$ cat config.mk
export PLATFORM = sky130hd
export DESIGN_NAME = crc_frame_sequencer
export DESIGN_NICKNAME = d
export VERILOG_FILES = /design/src/rtl/crc_frame_sequencer.sv
export SDC_FILE = /design/constraint.sdc
export NUM_CORES = 1
export LEC_CHECK = 0
export ABC_AREA = 1
export ABC_CLOCK_PERIOD_IN_PS = 2400
export CAP_MARGIN = 20
export CORE_MARGIN = 4
export CORE_UTILIZATION = 59
export DETAILED_ROUTE_END_ITERATION = 12
export PLACE_DENSITY = 0.79
export SYNTH_ARGS = -nofsm -noshare
export SYNTH_HDL_FRONTEND = slang
export SYNTH_SLANG_ARGS = --single-unit
export TNS_END_PERCENT = 30
$ cat constraint.sdc
create_clock -name clk -period 2.4 [get_ports clk]
set_input_delay 0.36 -clock clk [delete_from_list [all_inputs] [get_ports clk]]
set_output_delay 0.36 -clock clk [all_outputs]
set_load 0.02 [all_outputs]
$ cat src/rtl/crc_frame_sequencer.sv
// Frame sequencer for a shared CRC/output engine.
// Round-robin grant, per-word FSM, watchdog and length check.
module crc_frame_sequencer #(
  parameter int NBR_STATES  = 2,
  parameter int NREQ        = 2,
  parameter int FRAME_WORDS = 14,
  parameter int SEND_CYCLES = 45,
  parameter int TIMEOUT     = 255
) (
  input  logic                      clk,
  input  logic                      rst,
  input  logic [NREQ-1:0]           req,
  output logic [NREQ-1:0]           grant,
  output logic [$clog2(NREQ)-1:0]   chan_sel,
  output logic                      busy,
  output logic                      done,
  output logic                      err_timeout,
  output logic                      err_len,
  output logic [NBR_STATES:0]       state_reg,
  input  logic                      tick_CRC,
  input  logic                      tick_WRITE,
  input  logic                      tick_NEXT,
  input  logic                      tick_IDLE
);

  localparam int SW  = NBR_STATES + 1;
  localparam int CW  = $clog2(NREQ);
  localparam int WCW = $clog2(FRAME_WORDS);
  localparam int SCW = $clog2(SEND_CYCLES);
  localparam int WDW = $clog2(TIMEOUT);

  localparam logic [WCW-1:0] LAST_WORD = WCW'(FRAME_WORDS - 1);
  localparam logic [SCW-1:0] LAST_SEND = SCW'(SEND_CYCLES - 1);
  localparam logic [WDW-1:0] LAST_WAIT = WDW'(TIMEOUT - 1);

  typedef enum logic [SW-1:0] {
    S_IDLE  = SW'(0),
    S_FETCH = SW'(1),
    S_CRC   = SW'(2),
    S_WRITE = SW'(3),
    S_SEND  = SW'(4)
  } state_t;

  state_t          state;
  logic [CW-1:0]   ptr;
  logic [WCW-1:0]  word_cnt;
  logic [SCW-1:0]  send_cnt;
  logic [WDW-1:0]  wdog;
  logic            settled;

  logic            win_found;
  logic [CW-1:0]   win_idx;
  logic [CW-1:0]   ptr_nxt;
  int              cand;

  logic            q_crc;
  logic            q_write;
  logic            q_next;
  logic            q_idle;
  logic            adv;
  logic            wd_hit;

  assign state_reg = state;

  // Ticks are stale on the first cycle of a state; only trust them once settled.
  assign q_crc   = settled & tick_CRC;
  assign q_write = settled & tick_WRITE;
  assign q_next  = settled & tick_NEXT;
  assign q_idle  = settled & tick_IDLE;
  assign wd_hit  = (wdog == LAST_WAIT);

  // Round-robin pick: first requester at or after the pointer, wrapping.
  always_comb begin
    win_found = 1'b0;
    win_idx   = '0;
    cand      = 0;
    for (int i = 0; i < NREQ; i++) begin
      cand = int'(ptr) + i;
      if (cand >= NREQ) cand = cand - NREQ;
      if (!win_found && req[CW'(cand)]) begin
        win_found = 1'b1;
        win_idx   = CW'(cand);
      end
    end
  end

  assign ptr_nxt = (win_idx == CW'(NREQ - 1)) ? '0
                                               : win_idx + CW'(1);

  // Qualified advance condition for the three engine-wait states.
  always_comb begin
    adv = 1'b0;
    unique case (1'b1)
      (state == S_FETCH): adv = q_crc;
      (state == S_CRC):   adv = q_write;
      (state == S_WRITE): adv = q_next | q_idle;
      default:            adv = 1'b0;
    endcase
  end

  // Main sequencer: arbitration, per-word loop, send phase, watchdog.
  always_ff @(posedge clk) begin
    if (rst) begin
      state       <= S_IDLE;
      grant       <= '0;
      chan_sel    <= '0;
      busy        <= 1'b0;
      done        <= 1'b0;
      err_timeout <= 1'b0;
      err_len     <= 1'b0;
      ptr         <= '0;
      word_cnt    <= '0;
      wdog        <= '0;
      send_cnt    <= '0;
      settled     <= 1'b0;
    end else begin
      done    <= 1'b0;
      settled <= 1'b1;
      unique case (state)
        S_IDLE: begin
          if (win_found) begin
            state    <= S_FETCH;
            busy     <= 1'b1;
            grant    <= NREQ'(1) << win_idx;
            chan_sel <= win_idx;
            ptr      <= ptr_nxt;
            word_cnt <= '0;
            wdog     <= '0;
            settled  <= 1'b0;
          end
        end
        S_FETCH, S_CRC, S_WRITE: begin
          if (adv) begin
            wdog    <= '0;
            settled <= 1'b0;
            if (state == S_FETCH) begin
              state <= S_CRC;
            end else if (state == S_CRC) begin
              state <= S_WRITE;
            end else if (q_idle) begin
              state    <= S_SEND;
              send_cnt <= '0;
              if (word_cnt != LAST_WORD) err_len <= 1'b1;
            end else if (word_cnt == LAST_WORD) begin
              state    <= S_SEND;
              send_cnt <= '0;
              err_len  <= 1'b1;
            end else begin
              state    <= S_FETCH;
              word_cnt <= word_cnt + 1'b1;
            end
          end else if (wd_hit) begin
            state       <= S_IDLE;
            busy        <= 1'b0;
            grant       <= '0;
            err_timeout <= 1'b1;
            wdog        <= '0;
            settled     <= 1'b0;
          end else begin
            wdog <= wdog + 1'b1;
          end
        end
        S_SEND: begin
          if (send_cnt == LAST_SEND) begin
            state   <= S_IDLE;
            busy    <= 1'b0;
            grant   <= '0;
            done    <= 1'b1;
            settled <= 1'b0;
          end else begin
            send_cnt <= send_cnt + 1'b1;
          end
        end
        default: begin
          state <= S_IDLE;
          busy  <= 1'b0;
          grant <= '0;
        end
      endcase
    end
  end

endmodule

==> impl_results.md, run 1 <==
* Routed wire length at 3230 um
* Crit path cell chain: clkdlybuf4s50_1
* EDFF count, synth at 0
* Number of global-route vias before repair at 1408
* Die height at 60.2 um
* Main flop type after synthesis: dfxtp_1
* Number of flip-flops under the largest register name at 8
* Routed met3 length at 117 um
* RSZ-0062 raised after global routing: no
* Worst skew pair latency at 0.33 ns
* Vias/cell at 5.31
* Peak VDD IR at 0.740 mV
* Multi-input gate area at 903 um2
* Min-delay src: chan_sel
* Filler cells at 212
* Via count at 1401
* GRT Total Usage at 0.213
* TritonCTS Buffers at 5
* Slew @ Worst Pin at 0.345 ns
* Initial Util at 0.631
* Ranking of synthesized cells by area: dfxtp_1 37%, nand2_1 8.9%, nor2_1 7.0%, ha_1 5.5%, nand3_1 5.3%
* Final GP Congestion at 0.790
* Critical path type: flip-flop to primary output
* First drt pass iteration count at 4
* Sequential share of power at 0.394
* Routed wl met2 at 1490 um
* Cts hold-fix bufs at 0
* Worst Skew at 0.00837 ns
* Kind of start point of the critical path: flip-flop
* IO Pins at 18
* Worst-path clk slew at 0.10 ns
* Setup crit start: state_reg[2]
* Final core utilization at 0.734
* Cells after synthesis at 211
* Outcome: finished clean
* Post-CTS Setup Repair Bufs at 0
* FF-to-FF Start: word_cnt[0]
* Antenna violations before repair at 0
* Antenna-violating nets left at 0
* Clock power share at 0.208
* WP buf/inv at 1
* Asr flop ratio synth at 0
* Core area at 2540 um2
* Biggest register: wdog
* Sw Pwr at 0.000642 W
* Switching Fraction at 0.414
* Pin count of the biggest net entering global routing at 19
* CTS tree: done
* Setup TNS at 0 ns
* Crit path largest cell delay at 0.66 ns
* Logic pwr share at 0.398
* Sequential Area at 601 um2
* Top routing layer used: met4
* Post_cts resized at 0
* Synth Register Bits at 30
* Int Pwr at 0.000909 W
* Share of the synthesized area in the top cell type at 0.374
* CP endpoint kind: primary output
* Slowest CP cell: clkdlybuf4s50_1
* Post-Synthesis Net Count at 226
* Tcrit/Tclk final at 0.769
* PD cells at 831 nW/um2
* HP Class: flip-flop to flip-flop
* Post-route cell area at 1870 um2
* Grt total ovfl at 0
* Diodes inserted at 0
* Distinct cells, synth at 30
* CTS Buffer Depth at 2
* Die Width at 60.2 um
* Final net count at 248
* Average size of a mapped cell at 7.61 um2
* DPL Wire Length at 2440 um
* Max Clk Rate at 542 MHz
* TritonCTS Sinks at 30
* # Max-Cap Violations at 0
* Die Area at 3620 um2
* # rows at 18
* Share of cells above drive strength 1 at 0.145
* Count leader, synth: nand2_1
* Fin. max-slew vios at 0
* Family with the most delay on the worst path: buffers and inverters
* Root Buffer: clkbuf_4
* Detailed-route DRC error count at 0
* Max-slew headroom at 0.769
* Critical Path AT at 1.49 ns
* First-pass GRT wire length at 5820 um
* Regs by FF count: wdog: 8 flops, send_cnt: 6 flops, word_cnt: 4 flops
* WP data required at 2.04 ns
* Layout area overhead at 16.3%
* Max H-tree Level at 2
* Post-synth top cells: 38 x nand2_1, 30 x dfxtp_1, 30 x nor2_1
* IO Port Bufs at 16
* Synth Cell Area at 1610 um2
* Critical path fanouts, max at 5
* Placed Area at 1800 um2
* Static leakage at 0.733 nW
* DR WL/cell at 12.2 um
* Metal-1 WL at 1540 um
* Min Tclk post-route at 1.85 ns
* DRT iter0 DRCs at 57
* Final Hold Viols at 0
* Syn. warnings at 0
* Post-synthesis sequential area ratio at 0.374
* Final setup viols at 0
* Hold WS at 0.473 ns
* Leading area contributor after synthesis: dfxtp_1
-- per-layer routing --
metal  vias up  global-route usage
li1        720                   -
met1       643               0.248
met2        27               0.363
met3        11              0.0518
met4         0               0.101
met5         -                   0
-- power by group through the flow --
stage	sequential [W]	combinational (W)	clock, W
floorplan	0.000640	0.000435	0
global placement	0.000615	0.000596	0
detailed placement	0.000620	0.000615	0
CTS	0.000609	0.000619	0.000330
global route	0.000618	0.000694	0.000361
finish	0.000611	0.000618	0.000323
-- cells in the final DEF, fill, tap and decap left out, types with 2 or more instances in the layout --
| master | netlist | routed |
|---|---|---|
| nor3_1 | 3 | 3 |
| o21ai_4 | 2 | 2 |
| inv_2 | 5 | 5 |
| ha_1 | 7 | 7 |
| nand3_4 | 2 | 2 |
| inv_1 | 19 | 19 |
| nand3_1 | 17 | 17 |
| xor2_1 | 8 | 8 |
| clkdlybuf4s50_1 | 0 | 16 |
| clkbuf_4 | 0 | 5 |
| o21ai_0 | 2 | 2 |
| nor2_1 | 30 | 30 |
| nand4_1 | 3 | 3 |
| xnor2_1 | 5 | 5 |
| nand3_2 | 2 | 2 |
| a21oi_1 | 15 | 15 |
| dfxtp_1 | 30 | 30 |
| a21oi_2 | 2 | 2 |
| nand2_1 | 38 | 38 |
| nand2_2 | 8 | 8 |
-- cell families (layout without fill, tap and decap cells) --
kind of cell    after synthesis  in the layout  share of synthesized area
simple gates                107            107                      0.321
flops                        30             30                      0.374
compound gates               27             27                      0.116
buf+inv                      27             50                     0.0631
xor+xnor                     13             13                     0.0709
fa+ha+maj                     7              7                     0.0546
-- worst paths after layout --
kind,slack (ns),depth (start not counted),to
worst max-delay path,0.55,1,state_reg[2]
worst min-delay path,0.47,2,chan_sel
worst max register to register,0.75,11,send_cnt[0]
worst min register to register,0.47,2,chan_sel
-- area by class of cell --
class                           count  share of cell area
Clock inverter                      2             0.00670
Timing Repair Buffer               17              0.0898
Multi-Input combinational cell    154               0.484
Tap cell                           30              0.0201
Clock buffer                        6              0.0275
Sequential cell                    30               0.322
Inverter                           25              0.0503
-- stage by stage --
stage          total power [W]  worst slack (ns)  cells
2_1_floorplan          0.00108             0.893    211
3_3_place_gp           0.00121             0.498    256
3_5_place_dp           0.00123             0.473    256
4_1_cts                0.00156             0.544    264
5_1_grt                0.00167             0.489    264
6_report               0.00155             0.554    264
No activity file was read; power rests on OpenSTA's default activity.
==> run 2: changes to the inputs <==
- ABC_CLOCK_PERIOD_IN_PS: 2400 -> 1500
- CORE_UTILIZATION: 59 -> 50
- PLACE_DENSITY: 0.79 -> 0.71
- clock period: 2.4 -> 1.5 ns (I/O delays scaled with it)
==> impl_results.md, run 2 (same netlist as run 1, synthesis figures left out) <==
* Initial Util at 0.526 (was 0.631)
* Filler cells at 261 (was 212)
* Critical Path AT at 1.80 ns (was 1.49 ns)
* Worst skew pair latency at 0.34 ns (was 0.33 ns)
* DPL Wire Length at 2580 um (was 2440 um)
* Number of global-route vias before repair at 1427 (was 1408)
* Via count at 1511 (was 1401)
* CP endpoint kind: flip-flop (was primary output)
* FF-to-FF Start: state_reg[0] (was word_cnt[0])
* Most common cell after layout, fill and taps aside: nand2_1 (unchanged)
* Hold WS at 0.458 ns (was 0.473 ns)
* # rows at 20 (was 18)
* Regs by FF count: wdog: 8 flops, send_cnt: 6 flops, word_cnt: 4 flops (unchanged)
* Max Clk Rate at 658 MHz
* TritonCTS Sinks at 30 (unchanged)
* Worst-path clk slew at 0.10 ns (about the same)
* Die height at 64.7 um (was 60.2 um)
* Critical path fanouts, max at 5 (unchanged)
* RSZ-0062 raised after global routing: yes (was no)
* Peak VDD IR at 0.589 mV (was 0.740 mV)
* Die Width at 64.7 um (was 60.2 um)
* Antenna violations before repair at 0 (unchanged)
* Kind of start point of the critical path: flip-flop (unchanged)
* Max-slew headroom at 0.784 (was 0.769)
* Grt total ovfl at 0 (unchanged)
* Antenna-violating nets left at 0 (unchanged)
* First drt pass iteration count at 5 (was 4)
* Max H-tree Level at 2 (unchanged)
* Post-route cell area at 2210 um2 (was 1870 um2)
* First-pass GRT wire length at 5840 um (was 5820 um)
* Layout area overhead at 37.7% (was 16.3%)
* Failing checks: setup timing
* Placed Area at 2020 um2 (was 1800 um2)
* Worst Skew at 0.00874 ns (was 0.00837 ns)
* Root Buffer: clkbuf_4 (unchanged)
* Int Pwr at 0.00172 W (was 0.000909 W)
* Commonest cells after routing, fill and taps aside: 34 x nand2_1, 30 x buf_4, 26 x nor2_1, 23 x dfxtp_1, 16 x inv_1 (was 38 x nand2_1, 30 x nor2_1, 30 x dfxtp_1, 19 x inv_1, 17 x nand3_1)
* Clock power share at 0.180 (was 0.208)
* DR WL/cell at 11.2 um (was 12.2 um)
* Outcome: complete, but fails checks (was finished clean)
* Fin. max-slew vios at 0 (unchanged)
* Fin cells at 309 (was 264)
* Logic pwr share at 0.484 (was 0.398)
* IO Port Bufs at 16 (unchanged)
* Final net count at 279 (was 248)
* Fin worst setup slack at -0.0202 ns (was 0.554 ns)
* Switching Fraction at 0.410 (was 0.414)
* Final setup viols at 1 (was 0)
* Min Tclk post-route at 1.52 ns
* Tcrit/Tclk final at 1.01
* Setup crit start: state_reg[0] (was state_reg[2])
* Slew @ Worst Pin at 0.324 ns (was 0.345 ns)
* Core area at 3050 um2 (was 2540 um2)
* Sequential share of power at 0.336 (was 0.394)
* HP Class: flip-flop to flip-flop (unchanged)
* Routed wire length at 3460 um (was 3230 um)
* Diodes inserted at 0 (unchanged)
* GRT Total Usage at 0.180 (was 0.213)
* CTS tree: done (unchanged)
* DRT iter0 DRCs at 93 (was 57)
* CTS Buffer Depth at 2 (unchanged)
* WP data required at 1.78 ns (was 2.04 ns)
* Final GP Congestion at 0.883 (was 0.790)
* Static leakage at 0.939 nW (was 0.733 nW)
* Critical path type: flip-flop to flip-flop (was flip-flop to primary output)
* Die Area at 4180 um2 (was 3620 um2)
* Min-delay src: chan_sel (unchanged)
* TritonCTS Buffers at 5 (unchanged)
* Number of flip-flops under the largest register name at 8 (unchanged)
* PD cells at 1320 nW/um2 (was 831 nW/um2)
* Share of cells above drive strength 1 at 0.355 (was 0.145)
* Placed cell count at 296 (was 256)
* # Max-Cap Violations at 0 (unchanged)
* Pin count of the biggest net entering global routing at 18 (was 19)
* IO Pins at 18 (unchanged)
* Detailed-route DRC error count at 0 (unchanged)
* Final Hold Viols at 0 (unchanged)
* Biggest register: wdog (unchanged)
* Sw Pwr at 0.00119 W (was 0.000642 W)
* Vias/cell at 4.89 (was 5.31)
[run 2: path summary, 6_finish.rpt]
| kind | end | slack [ns] | cells past startpoint |
|---|---|---|---|
| setup / recovery | wdog[1] | -0.02 | 10 |
| hold / removal | chan_sel | 0.46 | 2 |
| hold reg to reg | chan_sel | 0.46 | 2 |
| setup reg to reg | wdog[1] | -0.02 | 10 |
[run 2: cell type report]
class | count | area, um2 | share of cell area
clock buffers | 6 | 51.3 | 0.0232
clock inverters | 2 | 12.5 | 0.00566
inverters | 25 | 101 | 0.0458
multi-input cells | 155 | 995 | 0.450
flip-flops and latches | 30 | 612 | 0.277
well taps | 44 | 55.1 | 0.0249
repair buffers | 47 | 384 | 0.174
[run 2: per-stage QoR]
| step | utilization | setup TNS [ns] | setup slack [ns] | total power, W |
|---|---|---|---|---|
| floorplan | - | -0.00318 | -0.00318 | 0.00172 |
| global placement | 0.662 | -1.77 | -0.167 | 0.00216 |
| detailed placement | 0.662 | -2.39 | -0.209 | 0.00219 |
| CTS | 0.682 | -0.0223 | -0.0223 | 0.00270 |
| global route | 0.724 | -0.976 | -0.0944 | 0.00311 |
| finish | 0.724 | -0.0202 | -0.0202 | 0.00292 |
[run 2: power by group through the flow]
stage	Clock [W]	Combinational (W)	Sequential, W
after CTS	0.000542	0.00121	0.000949
after global routing	0.000574	0.00154	0.000995
after floorplan	0	0.000699	0.00102
final	0.000525	0.00141	0.000978
after global placement	0	0.00119	0.000967
after detailed placement	0	0.00122	0.000968
[run 2: repair_timing]
| item | in CTS | in global routing |
|---|---|---|
| pin swaps | 1 | 17 |
| gates cloned | 1 | 0 |
| resized for setup | 12 | 36 |
| buffers inserted | 0 | 4 |
| hold buffers | 0 | 0 |
| endpoints found under the setup margin | 17 | 26 |
[run 2: layer usage]
layer	track usage	routed length (um)	vias up
met2	0.313	1680	21
li1	-	-	792
met3	0.0659	107	5
met4	0.0712	46	0
met5	0	0	-
met1	0.198	1630	693
[run 2: critical path: stages (launching register included)]
cell,delay (ns)
dfxtp_4,0.40
inv_4,0.05
nand2_4,0.09
inv_4,0.05
nor2_4,0.18
nand2_2,0.09
inv_2,0.07
nand3_4,0.08
buf_4,0.14
or2_1,0.22
a21oi_2,0.11
==> run 3: changes to the inputs <==
- ABC_CLOCK_PERIOD_IN_PS: 1500 -> 1800
- CORE_UTILIZATION: 50 -> 59
- GPL_ROUTABILITY_DRIVEN: not set -> 0
- PLACE_DENSITY: 0.71 -> 0.79
- clock period: 1.5 -> 1.8 ns (I/O delays scaled with it)
==> impl_results.md, run 3 (same netlist as run 1, synthesis figures left out) <==
* CTS tree: done (unchanged)
* R2R depth at 11 (was 10)
* Sw Pwr at 0.000827 W (was 0.00119 W)
* Antenna-violating nets left at 0 (unchanged)
* Family with the most delay on the worst path: buffers and inverters (was simple AND/OR/NAND/NOR gates)
* Peak VDD IR at 0.875 mV (was 0.589 mV)
* Placed cell count at 259 (was 296)
* Crit path largest cell delay at 0.66 ns (was 0.40 ns)
* Max Clk Rate at 576 MHz
* Post_cts resized at 0 (was 12)
* Fin. max-slew vios at 0 (unchanged)
* Most common cell after layout, fill and taps aside: nand2_1 (unchanged)
* Dpl ws at 0.0369 ns (was -0.209 ns)
* Commonest cells after routing, fill and taps aside: 38 x nand2_1, 30 x nor2_1, 29 x dfxtp_1, 19 x inv_1, 17 x nand3_1 (was 34 x nand2_1, 30 x buf_4, 26 x nor2_1, 23 x dfxtp_1, 16 x inv_1)
* Vias/cell at 5.27 (was 4.89)
* Critical path type: flip-flop to primary output (was flip-flop to flip-flop)
* Routed wire length at 3170 um (was 3460 um)
* DR WL/cell at 12.0 um (was 11.2 um)
* Regs by FF count: wdog: 8 flops, send_cnt: 6 flops, word_cnt: 4 flops (unchanged)
* Antenna violations before repair at 0 (unchanged)
* Fin cells at 265 (was 309)
* Die Width at 60.2 um (was 64.7 um)
* Core area at 2540 um2 (was 3050 um2)
* Critical R2R Capture: send_cnt[0] (was wdog[1])
* Final net count at 251 (was 279)
* Crit path cell chain: clkdlybuf4s50_1 (was inv_4 > nand2_4 > inv_4 > nor2_4 > nand2_2 > inv_2 > nand3_4 > buf_4 > or2_1 > a21oi_2)
* Via count at 1396 (was 1511)
* Number of flip-flops under the largest register name at 8 (unchanged)
* Detailed-route DRC error count at 0 (unchanged)
* Pin count of the biggest net entering global routing at 18 (unchanged)
* Fin worst setup slack at 0.0653 ns (was -0.0202 ns)
* Min-delay src: err_len (was chan_sel)
* IO Port Bufs at 16 (unchanged)
* TritonCTS Sinks at 30 (unchanged)
* Max H-tree Level at 2 (unchanged)
* # Max-Cap Violations at 0 (unchanged)
* Die Area at 3620 um2 (was 4180 um2)
* Static leakage at 0.744 nW (was 0.939 nW)
* FF-to-FF Start: word_cnt[0] (was state_reg[0])
* Sequential share of power at 0.398 (was 0.336)
* First-pass GRT wire length at 5550 um (was 5840 um)
* Final Hold Viols at 0 (unchanged)
* Root Buffer: clkbuf_4 (unchanged)
* Setup crit start: state_reg[2] (was state_reg[0])
* WP data required at 1.53 ns (was 1.78 ns)
* Grt total ovfl at 0 (unchanged)
* Cts hold-fix bufs at 0 (unchanged)
* Min-Delay Path Depth at 2 (unchanged)
* Critical path fanouts, max at 5 (unchanged)
* Clock power share at 0.190 (was 0.180)
* WP buf/inv at 1 (was 4)
* Logic pwr share at 0.412 (was 0.484)
* Number of global-route vias before repair at 1340 (was 1427)
* Diodes inserted at 0 (unchanged)
* Kind of start point of the critical path: flip-flop (unchanged)
* DRT iter0 DRCs at 61 (was 93)
* Final setup viols at 0 (was 1)
* TritonCTS Buffers at 5 (unchanged)
* Int Pwr at 0.00122 W (was 0.00172 W)
* Die height at 60.2 um (was 64.7 um)
* Flop-to-flop setup slack at 0.19 ns (was -0.02 ns)
* Slew @ Worst Pin at 0.342 ns (was 0.324 ns)
* Worst Skew at 0.00893 ns (was 0.00874 ns)
* Worst-path clk slew at 0.09 ns (was 0.10 ns)
* Filler cells at 201 (was 261)
* DPL Wire Length at 2460 um (was 2580 um)
* Worst skew pair latency at 0.32 ns (was 0.34 ns)
* First drt pass iteration count at 4 (was 5)
* Layout area overhead at 17.0% (was 37.7%)
* Worst Hold Endpoint: err_len (was chan_sel)
* IO Pins at 18 (unchanged)
* CTS Buffer Depth at 2 (unchanged)
* Slowest CP cell: clkdlybuf4s50_1 (was dfxtp_4)
* Switching Fraction at 0.405 (was 0.410)
* Biggest register: wdog (unchanged)
* Initial Util at 0.631 (was 0.526)
* Outcome: finished clean (was complete, but fails checks)
* # rows at 18 (was 20)
* Tcrit/Tclk final at 0.964
* CP endpoint kind: primary output (was flip-flop)
* Post-CTS Setup Repair Bufs at 0 (unchanged)
* Min Tclk post-route at 1.73 ns
* RSZ-0062 raised after global routing: no (was yes)
* Critical Path AT at 1.46 ns (was 1.80 ns)
* Share of cells above drive strength 1 at 0.153 (was 0.355)
* GRT Total Usage at 0.203 (was 0.180)
* Max-slew headroom at 0.770 (was 0.784)
* HP Class: flip-flop to flip-flop (unchanged)
* Setup TNS at 0 ns (was -0.0202 ns)
* PD cells at 1090 nW/um2 (was 1320 nW/um2)
[run 3: cell count changes in the layout (fill, tap and decap cells not counted), sizes merged]
cell | before | now
clkdlybuf4s50 | 6 | 16
dlygate4sd2 | 10 | 0
buf | 31 | 4
inv | 25 | 24
clkinvlp | 1 | 0
nand2 | 48 | 47
[run 3: cell type report]
class	count	area [um2]	area share
clock buffer	6	51.3	0.0273
tap	30	37.5	0.0200
multi-input combinational	154	903	0.481
inverter	25	93.8	0.0500
sequential	30	602	0.320
timing repair buffer	20	190	0.101
[run 3: how the worst max path moves through the flow]
stage	endpoint	slack [ns]	cells after the start
2_1_floorplan	wdog[7]	0.29	7
3_3_place_gp	send_cnt[0]	0.08	11
3_5_place_dp	send_cnt[0]	0.04	11
4_1_cts	state_reg[2]	0.06	1
5_1_grt	state_reg[2]	0.02	1
6_report	state_reg[2]	0.07	1
[run 3: per-layer routing]
metal / vias to the layer above / global-route usage / wire length, um
met4: 0 / 0.0791 / 37
met5: - / 0 / 0
met3: 4 / 0.0583 / 164
met1: 636 / 0.252 / 1430
met2: 28 / 0.330 / 1540
li1: 728 / - / -
[run 3: stage by stage]
stage                      util  total power, W  hold WS [ns]  area [um2]
after floorplan               -         0.00143         0.466        1610
after global placement    0.717         0.00164         0.450        1830
after detailed placement  0.717         0.00167         0.455        1830
after CTS                 0.737         0.00206         0.470        1880
after global routing      0.738         0.00221         0.510        1880
final                     0.738         0.00204         0.469        1880
[run 3: worst min-delay path, stage by stage (launching register included)]
cell     delay (ns)
dfxtp_1        0.33
a31oi_1        0.04
nor2_1         0.07
[run 3: power groups by stage]
stage                     Sequential [W]  Clock [W]  Combinational [W]
final                           0.000813   0.000389           0.000842
after global routing            0.000824   0.000437           0.000944
after CTS                       0.000811   0.000399           0.000845
after detailed placement        0.000825          0           0.000842
after global placement          0.000821          0           0.000815
after floorplan                 0.000853          0           0.000580
